--- src/rtl/multiscale_window_sum_pkg.sv ---
// Shared definitions for the multiscale window accumulator.
// Level numbering, width helper and level-select encoding.
package multiscale_window_sum_pkg;

    localparam int NLVL = 4;

    typedef enum logic [1:0] {
        LVL_0 = 2'd0,
        LVL_1 = 2'd1,
        LVL_2 = 2'd2,
        LVL_3 = 2'd3
    } lvl_e;

    // Ceiling log2; returns 0 for v <= 1.
    function automatic int ms_clog2(input int v);
        int r;
        r = 0;
        for (int i = 0; i < 31; i++) begin
            if ((32'sd1 <<< i) < v) begin
                r = i + 1;
            end
        end
        return r;
    endfunction

    // Accumulator width of a level that sums 'depth' values of width 'w'.
    function automatic int grow_w(input int w, input int depth);
        return w + ms_clog2(depth);
    endfunction

endpackage

--- src/rtl/multiscale_window_sum_window_sum_stage.sv ---
// Sliding-window sum over the last DEPTH strobed inputs.
// Emits a decimated strobe every DEPTH pushes once the window is full.
module window_sum_stage
    import multiscale_window_sum_pkg::*;
#(
    parameter int IN_W  = 25,
    parameter int DEPTH = 5,
    parameter int SUM_W = IN_W + ms_clog2(DEPTH)
) (
    input  logic                    clk,
    input  logic                    rst,
    input  logic                    i_stb,
    input  logic signed [IN_W-1:0]  i_data,
    output logic signed [SUM_W-1:0] o_sum,
    output logic                    o_stb,
    output logic                    o_upd,
    output logic                    o_full
);

    localparam int CW = ms_clog2(DEPTH + 1);
    localparam logic [CW-1:0] DEPTH_C = CW'(DEPTH);
    localparam logic [CW-1:0] LAST_C  = CW'(DEPTH - 1);

    logic signed [IN_W-1:0]  r_sr [DEPTH];
    logic signed [SUM_W-1:0] r_sum;
    logic [CW-1:0]           r_fill;
    logic [CW-1:0]           r_dec;
    logic                    r_stb;
    logic                    r_upd;

    logic signed [SUM_W-1:0] w_new;
    logic signed [SUM_W-1:0] w_old;
    logic                    w_full_next;

    // Oldest slot is still zero from reset until DEPTH pushes have landed.
    assign w_new       = SUM_W'(i_data);
    assign w_old       = SUM_W'(r_sr[DEPTH-1]);
    assign w_full_next = (r_fill >= LAST_C);

    // Shift register, running sum, fill and decimation counters.
    always_ff @(posedge clk) begin
        if (rst) begin
            for (int i = 0; i < DEPTH; i++) begin
                r_sr[i] <= '0;
            end
            r_sum  <= '0;
            r_fill <= '0;
            r_dec  <= '0;
            r_stb  <= 1'b0;
            r_upd  <= 1'b0;
        end else begin
            r_upd <= i_stb;
            r_stb <= 1'b0;
            if (i_stb) begin
                r_sr[0] <= i_data;
                for (int i = 1; i < DEPTH; i++) begin
                    r_sr[i] <= r_sr[i-1];
                end
                r_sum <= r_sum + w_new - w_old;
                if (r_fill != DEPTH_C) begin
                    r_fill <= r_fill + CW'(1);
                end
                if (r_dec == LAST_C) begin
                    r_dec <= '0;
                    r_stb <= w_full_next;
                end else begin
                    r_dec <= r_dec + CW'(1);
                end
            end
        end
    end

    assign o_sum  = r_sum;
    assign o_stb  = r_stb;
    assign o_upd  = r_upd;
    assign o_full = (r_fill == DEPTH_C);

endmodule

--- src/rtl/multiscale_window_sum.sv ---
// Four-level cascaded window accumulator for line-length features.
// Level 0 block-sums samples; levels 1..3 slide over the level below.
module multiscale_window_sum
    import multiscale_window_sum_pkg::*;
#(
    parameter int IN_W      = 25,
    parameter int BASE_N    = 250,
    parameter int R1        = 5,
    parameter int R2        = 6,
    parameter int R3        = 8,
    parameter int OUT_W     = 25,
    parameter int OUT_SHIFT = 8
) (
    input  logic                    clk,
    input  logic                    rst,
    input  logic                    en,
    input  logic                    din_valid,
    input  logic signed [IN_W-1:0]  din,
    input  logic [1:0]              lvl_sel,
    output logic signed [OUT_W-1:0] dout,
    output logic                    dout_valid,
    output logic [NLVL-1:0]         lvl_full,
    output logic                    sat
);

    localparam int W0 = grow_w(IN_W, BASE_N);
    localparam int W1 = grow_w(W0, R1);
    localparam int W2 = grow_w(W1, R2);
    localparam int W3 = grow_w(W2, R3);
    localparam int WC = ((W3 > OUT_W) ? W3 : OUT_W) + 1;
    localparam int CW0 = ms_clog2(BASE_N + 1);
    localparam logic [CW0-1:0] LAST0 = CW0'(BASE_N - 1);

    localparam logic signed [WC-1:0] MAXV =
        {{(WC-OUT_W+1){1'b0}}, {(OUT_W-1){1'b1}}};
    localparam logic signed [WC-1:0] MINV = ~MAXV;

    // Level 0 state.
    logic [CW0-1:0]          r_cnt;
    logic signed [W0-1:0]    r_acc;
    logic signed [W0-1:0]    r_s0;
    logic                    r_s0_stb;
    logic                    r_full0;

    // Output state.
    logic signed [OUT_W-1:0] r_dout;
    logic                    r_dout_valid;
    logic                    r_sat;

    logic                    w_accept;
    logic signed [W0-1:0]    w_acc_sum;

    logic signed [W1-1:0]    w_s1;
    logic signed [W2-1:0]    w_s2;
    logic signed [W3-1:0]    w_s3;
    logic                    w_s1_stb;
    logic                    w_s2_stb;
    logic                    w_unused_s3_stb;
    logic                    w_upd1;
    logic                    w_upd2;
    logic                    w_upd3;
    logic                    w_full1;
    logic                    w_full2;
    logic                    w_full3;

    logic signed [WC-1:0]    w_sel;
    logic                    w_sel_upd;
    logic                    w_sel_full;
    logic signed [WC-1:0]    w_shift;
    logic                    w_hi;
    logic                    w_lo;
    logic signed [OUT_W-1:0] w_clip;
    logic                    w_load;

    // en is active-low: it only blocks new samples.
    assign w_accept  = din_valid && !en;
    assign w_acc_sum = r_acc + W0'(din);

    // Level 0: block sum over BASE_N accepted samples.
    always_ff @(posedge clk) begin
        if (rst) begin
            r_cnt    <= '0;
            r_acc    <= '0;
            r_s0     <= '0;
            r_s0_stb <= 1'b0;
            r_full0  <= 1'b0;
        end else begin
            r_s0_stb <= 1'b0;
            if (w_accept) begin
                if (r_cnt == LAST0) begin
                    r_s0     <= w_acc_sum;
                    r_acc    <= '0;
                    r_cnt    <= '0;
                    r_s0_stb <= 1'b1;
                    r_full0  <= 1'b1;
                end else begin
                    r_acc <= w_acc_sum;
                    r_cnt <= r_cnt + CW0'(1);
                end
            end
        end
    end

    window_sum_stage #(
        .IN_W  (W0),
        .DEPTH (R1),
        .SUM_W (W1)
    ) u_lvl1 (
        .clk    (clk),
        .rst    (rst),
        .i_stb  (r_s0_stb),
        .i_data (r_s0),
        .o_sum  (w_s1),
        .o_stb  (w_s1_stb),
        .o_upd  (w_upd1),
        .o_full (w_full1)
    );

    window_sum_stage #(
        .IN_W  (W1),
        .DEPTH (R2),
        .SUM_W (W2)
    ) u_lvl2 (
        .clk    (clk),
        .rst    (rst),
        .i_stb  (w_s1_stb),
        .i_data (w_s1),
        .o_sum  (w_s2),
        .o_stb  (w_s2_stb),
        .o_upd  (w_upd2),
        .o_full (w_full2)
    );

    window_sum_stage #(
        .IN_W  (W2),
        .DEPTH (R3),
        .SUM_W (W3)
    ) u_lvl3 (
        .clk    (clk),
        .rst    (rst),
        .i_stb  (w_s2_stb),
        .i_data (w_s2),
        .o_sum  (w_s3),
        .o_stb  (w_unused_s3_stb),
        .o_upd  (w_upd3),
        .o_full (w_full3)
    );

    // Route the selected level's sum, update strobe and full flag.
    always_comb begin
        w_sel      = '0;
        w_sel_upd  = 1'b0;
        w_sel_full = 1'b0;
        unique case (lvl_e'(lvl_sel))
            LVL_0: begin
                w_sel      = WC'(r_s0);
                w_sel_upd  = r_s0_stb;
                w_sel_full = r_full0;
            end
            LVL_1: begin
                w_sel      = WC'(w_s1);
                w_sel_upd  = w_upd1;
                w_sel_full = w_full1;
            end
            LVL_2: begin
                w_sel      = WC'(w_s2);
                w_sel_upd  = w_upd2;
                w_sel_full = w_full2;
            end
            LVL_3: begin
                w_sel      = WC'(w_s3);
                w_sel_upd  = w_upd3;
                w_sel_full = w_full3;
            end
            default: begin
                w_sel      = '0;
                w_sel_upd  = 1'b0;
                w_sel_full = 1'b0;
            end
        endcase
    end

    assign w_shift = w_sel >>> OUT_SHIFT;
    assign w_hi    = (w_shift > MAXV);
    assign w_lo    = (w_shift < MINV);
    assign w_clip  = w_hi ? MAXV[OUT_W-1:0] :
                     w_lo ? MINV[OUT_W-1:0] :
                     w_shift[OUT_W-1:0];
    assign w_load  = w_sel_upd && w_sel_full;

    // Register dout on the selected level's update; track sticky clamp.
    always_ff @(posedge clk) begin
        if (rst) begin
            r_dout       <= '0;
            r_dout_valid <= 1'b0;
            r_sat        <= 1'b0;
        end else begin
            r_dout_valid <= w_load;
            if (w_load) begin
                r_dout <= w_clip;
                if (w_hi || w_lo) begin
                    r_sat <= 1'b1;
                end
            end
        end
    end

    assign dout       = r_dout;
    assign dout_valid = r_dout_valid;
    assign lvl_full   = {w_full3, w_full2, w_full1, r_full0};
    assign sat        = r_sat;

endmodule

--- config.mk ---
export PLATFORM = sky130hd
export DESIGN_NAME = multiscale_window_sum
export DESIGN_NICKNAME = d
export VERILOG_FILES = /design/src/rtl/multiscale_window_sum_pkg.sv /design/src/rtl/multiscale_window_sum_window_sum_stage.sv /design/src/rtl/multiscale_window_sum.sv
export SDC_FILE = /design/constraint.sdc
export NUM_CORES = 2
export LEC_CHECK = 0
export BUFFER_PORTS_ARGS = -buffer_cell sky130_fd_sc_hd__buf_4
export CORE_ASPECT_RATIO = 1.25
export CORE_MARGIN = 1
export CORE_UTILIZATION = 35
export DETAILED_ROUTE_END_ITERATION = 7
export GPL_TIMING_DRIVEN = 0
export SLEW_MARGIN = 20
export SYNTH_ARGS = -nofsm -noshare
export SYNTH_HDL_FRONTEND = slang
export SYNTH_HIERARCHICAL = 1
export SYNTH_SLANG_ARGS = --single-unit
--- constraint.sdc ---
create_clock -name clk -period 27.5 [get_ports clk]
set_input_delay 5.5 -clock clk [delete_from_list [all_inputs] [get_ports clk]]
set_output_delay 5.5 -clock clk [all_outputs]
set_load 0.005 [all_outputs]
* After elaboration in Yosys (flattened, before gate mapping)
Memory sizes are Yosys's and may differ from the RTL's.
Cells that the tools add are included.
** Word-level totals
- Flip-flop bits (word level) :: 241
- Memory bits (writable) :: 693
- Word-level logic and storage cells :: 130
- Output and inout port bits :: 31
- Memories kept :: 3
** Memories
- u_lvl3.r_sr :: depth 8, width 39, rd ports 8, clocked after memory_dff 0, write ports 8, RTL line multiscale_window_sum_window_sum_stage.sv:24 : logic signed [IN_W-1:0] r_sr [DEPTH];
- u_lvl2.r_sr :: depth 6, width 36, rd ports 6, clocked after memory_dff 0, write ports 6, RTL line multiscale_window_sum_window_sum_stage.sv:24
- u_lvl1.r_sr :: depth 5, width 33, rd ports 5, clocked after memory_dff 0, write ports 5, RTL line multiscale_window_sum_window_sum_stage.sv:24
** Operators by class
- Reduce and logical (&&, ||, !) cells :: 13
- Bitwise logic cells :: 24
- Multiplexer cells :: 40
- Order comparisons :: 4
- Add/sub/neg operators :: 13
- Equality and inequality tests :: 12
** Operators with widths (number)
- $mux 39 :: 8
- $mux 36 :: 6
- $mux 33 :: 6
- $pmux 43 s4 :: 1
- $mux 25 :: 2
- $add 42x39->42 :: 1
- $sub 42x39->42 :: 1
- $add 39x36->39 :: 1
- $sub 39x36->39 :: 1
- $add 36x33->36 :: 1
- $sub 36x33->36 :: 1
- $gt 35x25->1 const B :: 1
- $lt 35x25->1 const B :: 1
- $add 33x25->33 :: 1
- $or 1x1->1 :: 19
- $add 3x1->3 const B :: 4
- $eq 3x3->1 const B :: 4
- $mux 1 :: 12
- $reduce_and 2->1 :: 5
- $add 8x1->8 const B :: 1
- $eq 8x8->1 const B :: 1
- $mux 8 :: 1
- $pmux 1 s4 :: 2
- $ge 3x3->1 const B :: 2
- 14 further kinds :: 23

* Longest topological paths before layout
- Depth after elaboration :: 5
- Mapped depth :: 14

* Cells and area by module
Netlist, hierarchy kept.
** By module, submodules not included
- window_sum_stage (u_lvl3) :: area each 17023.8 um^2, times used 1, cells each 1378, seq. area each 10410.0 um^2
- window_sum_stage (u_lvl2) :: area each 12841.1 um^2, times used 1, cells each 1101, seq. area each 7427.1 um^2
- window_sum_stage (u_lvl1) :: area each 10646.5 um^2, times used 1, cells each 934, seq. area each 5835.6 um^2
- multiscale_window_sum :: area each 6238.5 um^2, times used 1, cells each 697, seq. area each 2062.0 um^2

* Worst setup path after synthesis
Ideal clock, no wire load.
- Kind :: input port to flip-flop
- Start point :: in rst
- End point :: mem u_lvl3/r_sr[0][0] (netlist bit), enable pin
- Setup slack :: 13.036 ns
- Library setup time :: 2.596 ns
- Stages :: 3
- Data arrival time :: 11.868 ns
- Cell sequence :: clkbuf_1 -> nor2_1 -> clkinv_1
** RTL lines
- start, declared :: RTL line multiscale_window_sum.sv:15 : input logic rst,
- end, declared :: RTL line multiscale_window_sum_window_sum_stage.sv:24

==> run_results.csv <==
group,metric,value,unit
run_status,outcome,"complete, but fails checks",
run_status,violations,"design-rule violations",
timing,hold_violations,0,
clocking,cts.repair.resized,0,
floorplanning,coreArea,0.132,mm2
floorplanning,io_pins,62,
hold_path,hold_depth,2,
timing,slew_viol_final,0,
clocking,cts_setup_buffers,0,
pwr,combinationalPowerShare,0.054,
finish,drive_gt1_frac,0.0715,
pwr,ir_worst_vdd,0.0453,mV
pwr,p_sw_frac,0.223,
global_routing,grt_first_pass_wirelength,179,mm
timing,max_freq,127,MHz
timing,tightest_slew,1.13,ns
pwr,clkPwrFrac,0.427,
timing,finalSetupTns,0,ns
route,num_vias,29800,
pwr,switchingPower,0.000678,W
worst_setup_path,cp_data_required_time,28.02,ns
finish,final_core_util,0.398,
finish,syn_to_final_growth,13.0,%
timing,fin_skew,0.0367,ns
finish,finalInstanceArea,0.0526,mm2
global_routing,antenna_found_initial,7,
floorplanning,rows,149,
clocking,clkTransAtPathRegs,0.07,ns
timing,slew_headroom,0.242,
route,post_drt_wl_per_cell,19.5,um
route,drc_errors,20,
placement,place_congestion,0.966,
pwr,intPower,0.00236,W
hold_path,min_path_type,"reg2reg",
hold_path,holdPathEnd,"r_s0[5]$_SDFFE_PP0P_",
clocking,clock_latency,0.69,ns
clocking,cts_sinks,934,
global_routing,grt_use_total,0.176,
synthesis,syn-cell-area,0.0465,mm2
clocking,root_buffer,"clkbuf_16",
route,wirelength,119,mm
synthesis,avgSynthCellArea,11.4,um2
synthesis,syn_inst,4088,
global_routing,grt_max_degree,87,
worst_setup_path,r2r_end,"u_lvl3/o_sum[34]$_SDFFE_PP0P_",
timing,period_minus_slack,7.86,ns
timing,setup_viol,0,
route,drtAntennaViolNets,0,
pwr,totalPowerFinal,0.00304,W
floorplanning,die_x,328,um
clocking,clock_path_buffers,3,
pwr,pwr_density_cell,57.8,mW/mm2
worst_setup_path,crit_fanout,10,
floorplanning,die_area,0.134,mm2
worst_setup_path,rr_worst_depth,13,
hold_path,hold_start,"r_s0[5]$_SDFFE_PP0P_",
worst_setup_path,crit_path_end_kind,"register",
global_routing,grt_pass1_vias,29700,
pwr,p_leak,20.5,nW
worst_setup_path,critPathLaunchType,"input port",
floorplanning,fp.dieH,410,um
synthesis,ys_warn_count,6,
worst_setup_path,r2r_slack,22.73,ns
global_routing,overflow,0,
clocking,ctsHoldBuffers,0,
worst_setup_path,reg2reg_from,"u_lvl2/o_sum[1]$_SDFFE_PP0P_",
finish,fin_nets,4565,
placement,dpl.hpwl,90.4,mm
floorplanning,start_util,0.353,
clocking,cts_tree,"built",
worst_setup_path,crit_type,"in2reg",
timing,min_period_over_period,0.286,
route,drtIter0Drc,2022,
route,drtPass1Iterations,7,
timing,grt_setup_unrepaired,"no",
worst_setup_path,critPathArrivalTime,8.39,ns
route,vias_per_cell,4.91,
run,maxCapViolations,0,
placement,placed_cell_area,0.0495,mm2
placement,io_buffers,61,
clocking,htreeDepth,3,
synthesis,synthesis.nets,4398,
timing,hold_slack,0.459,ns
pwr,p_seq_frac,0.519,
clocking,numCtsBuffers,93,
-- critical path, cell delays in order --
cell and delay, ns:
buf_4 0.18, clkbuf_1 0.24, nor2b_1 0.16, clkbuf_1 0.76
clkbuf_1 0.76, clkbuf_1 0.49, and2_1 0.27
-- cell type report --
cell class	count	area (um2)
fill	12700	79400
timing repair buffer	72	731
clock inverter	48	477
multi-input combinational	2471	18300
clock buffer	126	2640
tap	1736	2170
sequential	934	25600
antenna	3	7.51
inverter	505	1900
buffer	178	738
-- worst max path at each step --
stage	end	slack, ns	cells after the start	startpoint
floorplan	u_lvl3/r_sr[0][0]$_SDFFCE_PN0P_	13.04	3	rst
global placement	u_lvl3/r_sr[0][36]$_SDFFCE_PN0P_	8.43	4	rst
detailed placement	u_lvl3/r_sr[0][63]$_SDFFCE_PN0P_	18.82	7	rst
CTS	u_lvl3/r_sr[0][63]$_SDFFCE_PN0P_	19.56	7	rst
global route	u_lvl3/r_sr[0][63]$_SDFFCE_PN0P_	19.55	7	rst
finish	u_lvl3/r_sr[0][63]$_SDFFCE_PN0P_	19.64	7	rst
-- power by group through the flow --
stage	clock, W	combinational [W]	sequential [W]
after global placement	0	0.000157	0.00162
final	0.00130	0.000164	0.00158
after global routing	0.00138	0.000183	0.00158
after detailed placement	0	0.000164	0.00161
after floorplan	0	0.000114	0.00161
after CTS	0.00133	0.000165	0.00158
-- cell usage in the layout (no fill, tap or decap), types with 115 or more instances in the layout --
| cell type | n |
|---|---|
| edfxtp_1 | 693 |
| and2_1 | 558 |
| inv_1 | 503 |
| nor2_1 | 285 |
| dfxtp_1 | 241 |
| a21oi_1 | 185 |
| ha_1 | 164 |
| clkbuf_1 | 158 |
| nand2_1 | 151 |
| fa_1 | 115 |
-- flip-flops by register name, summed over array words and instances (netlist names) --
| signal | cells |
|---|---|
| u_lvl2/o_stb | 1 |
| sat | 1 |
| u_lvl3/r_fill | 4 |
| r_full0 | 1 |
| u_lvl3/o_upd | 1 |
| r_cnt | 8 |
| u_lvl2/r_sr | 216 |
| u_lvl2/r_dec | 3 |
| u_lvl1/o_sum | 36 |
| u_lvl1/r_sr | 165 |
| u_lvl1/r_dec | 3 |
| u_lvl2/o_upd | 1 |
| u_lvl3/r_sr | 312 |
| dout | 25 |
| r_s0 | 33 |
| r_s0_stb | 1 |
| dout_valid | 1 |
| u_lvl2/o_sum | 39 |
| u_lvl2/r_fill | 3 |
| u_lvl3/o_sum | 42 |
| u_lvl1/o_upd | 1 |
| u_lvl1/o_stb | 1 |
| u_lvl1/r_fill | 3 |
| r_acc | 33 |
-- metrics by stage --
step / cells / setup slack, ns
3_3_place_gp: 5885 / 8.43
6_report: 6073 / 19.64
3_5_place_dp: 5896 / 18.82
4_1_cts: 6070 / 19.56
2_1_floorplan: 4088 / 13.04
5_1_grt: 6070 / 19.55
-- routing by layer --
| metal | GRT usage | up-vias | part of all wire |
|---|---|---|---|
| li1 | - | 14300 | - |
| met1 | 0.215 | 14600 | 0.41 |
| met2 | 0.303 | 653 | 0.49 |
| met3 | 0.0216 | 227 | 0.047 |
| met4 | 0.0935 | 2 | 0.052 |
| met5 | 0 | - | 0.00011 |
Note: power is estimated with default switching activity, not from simulation.
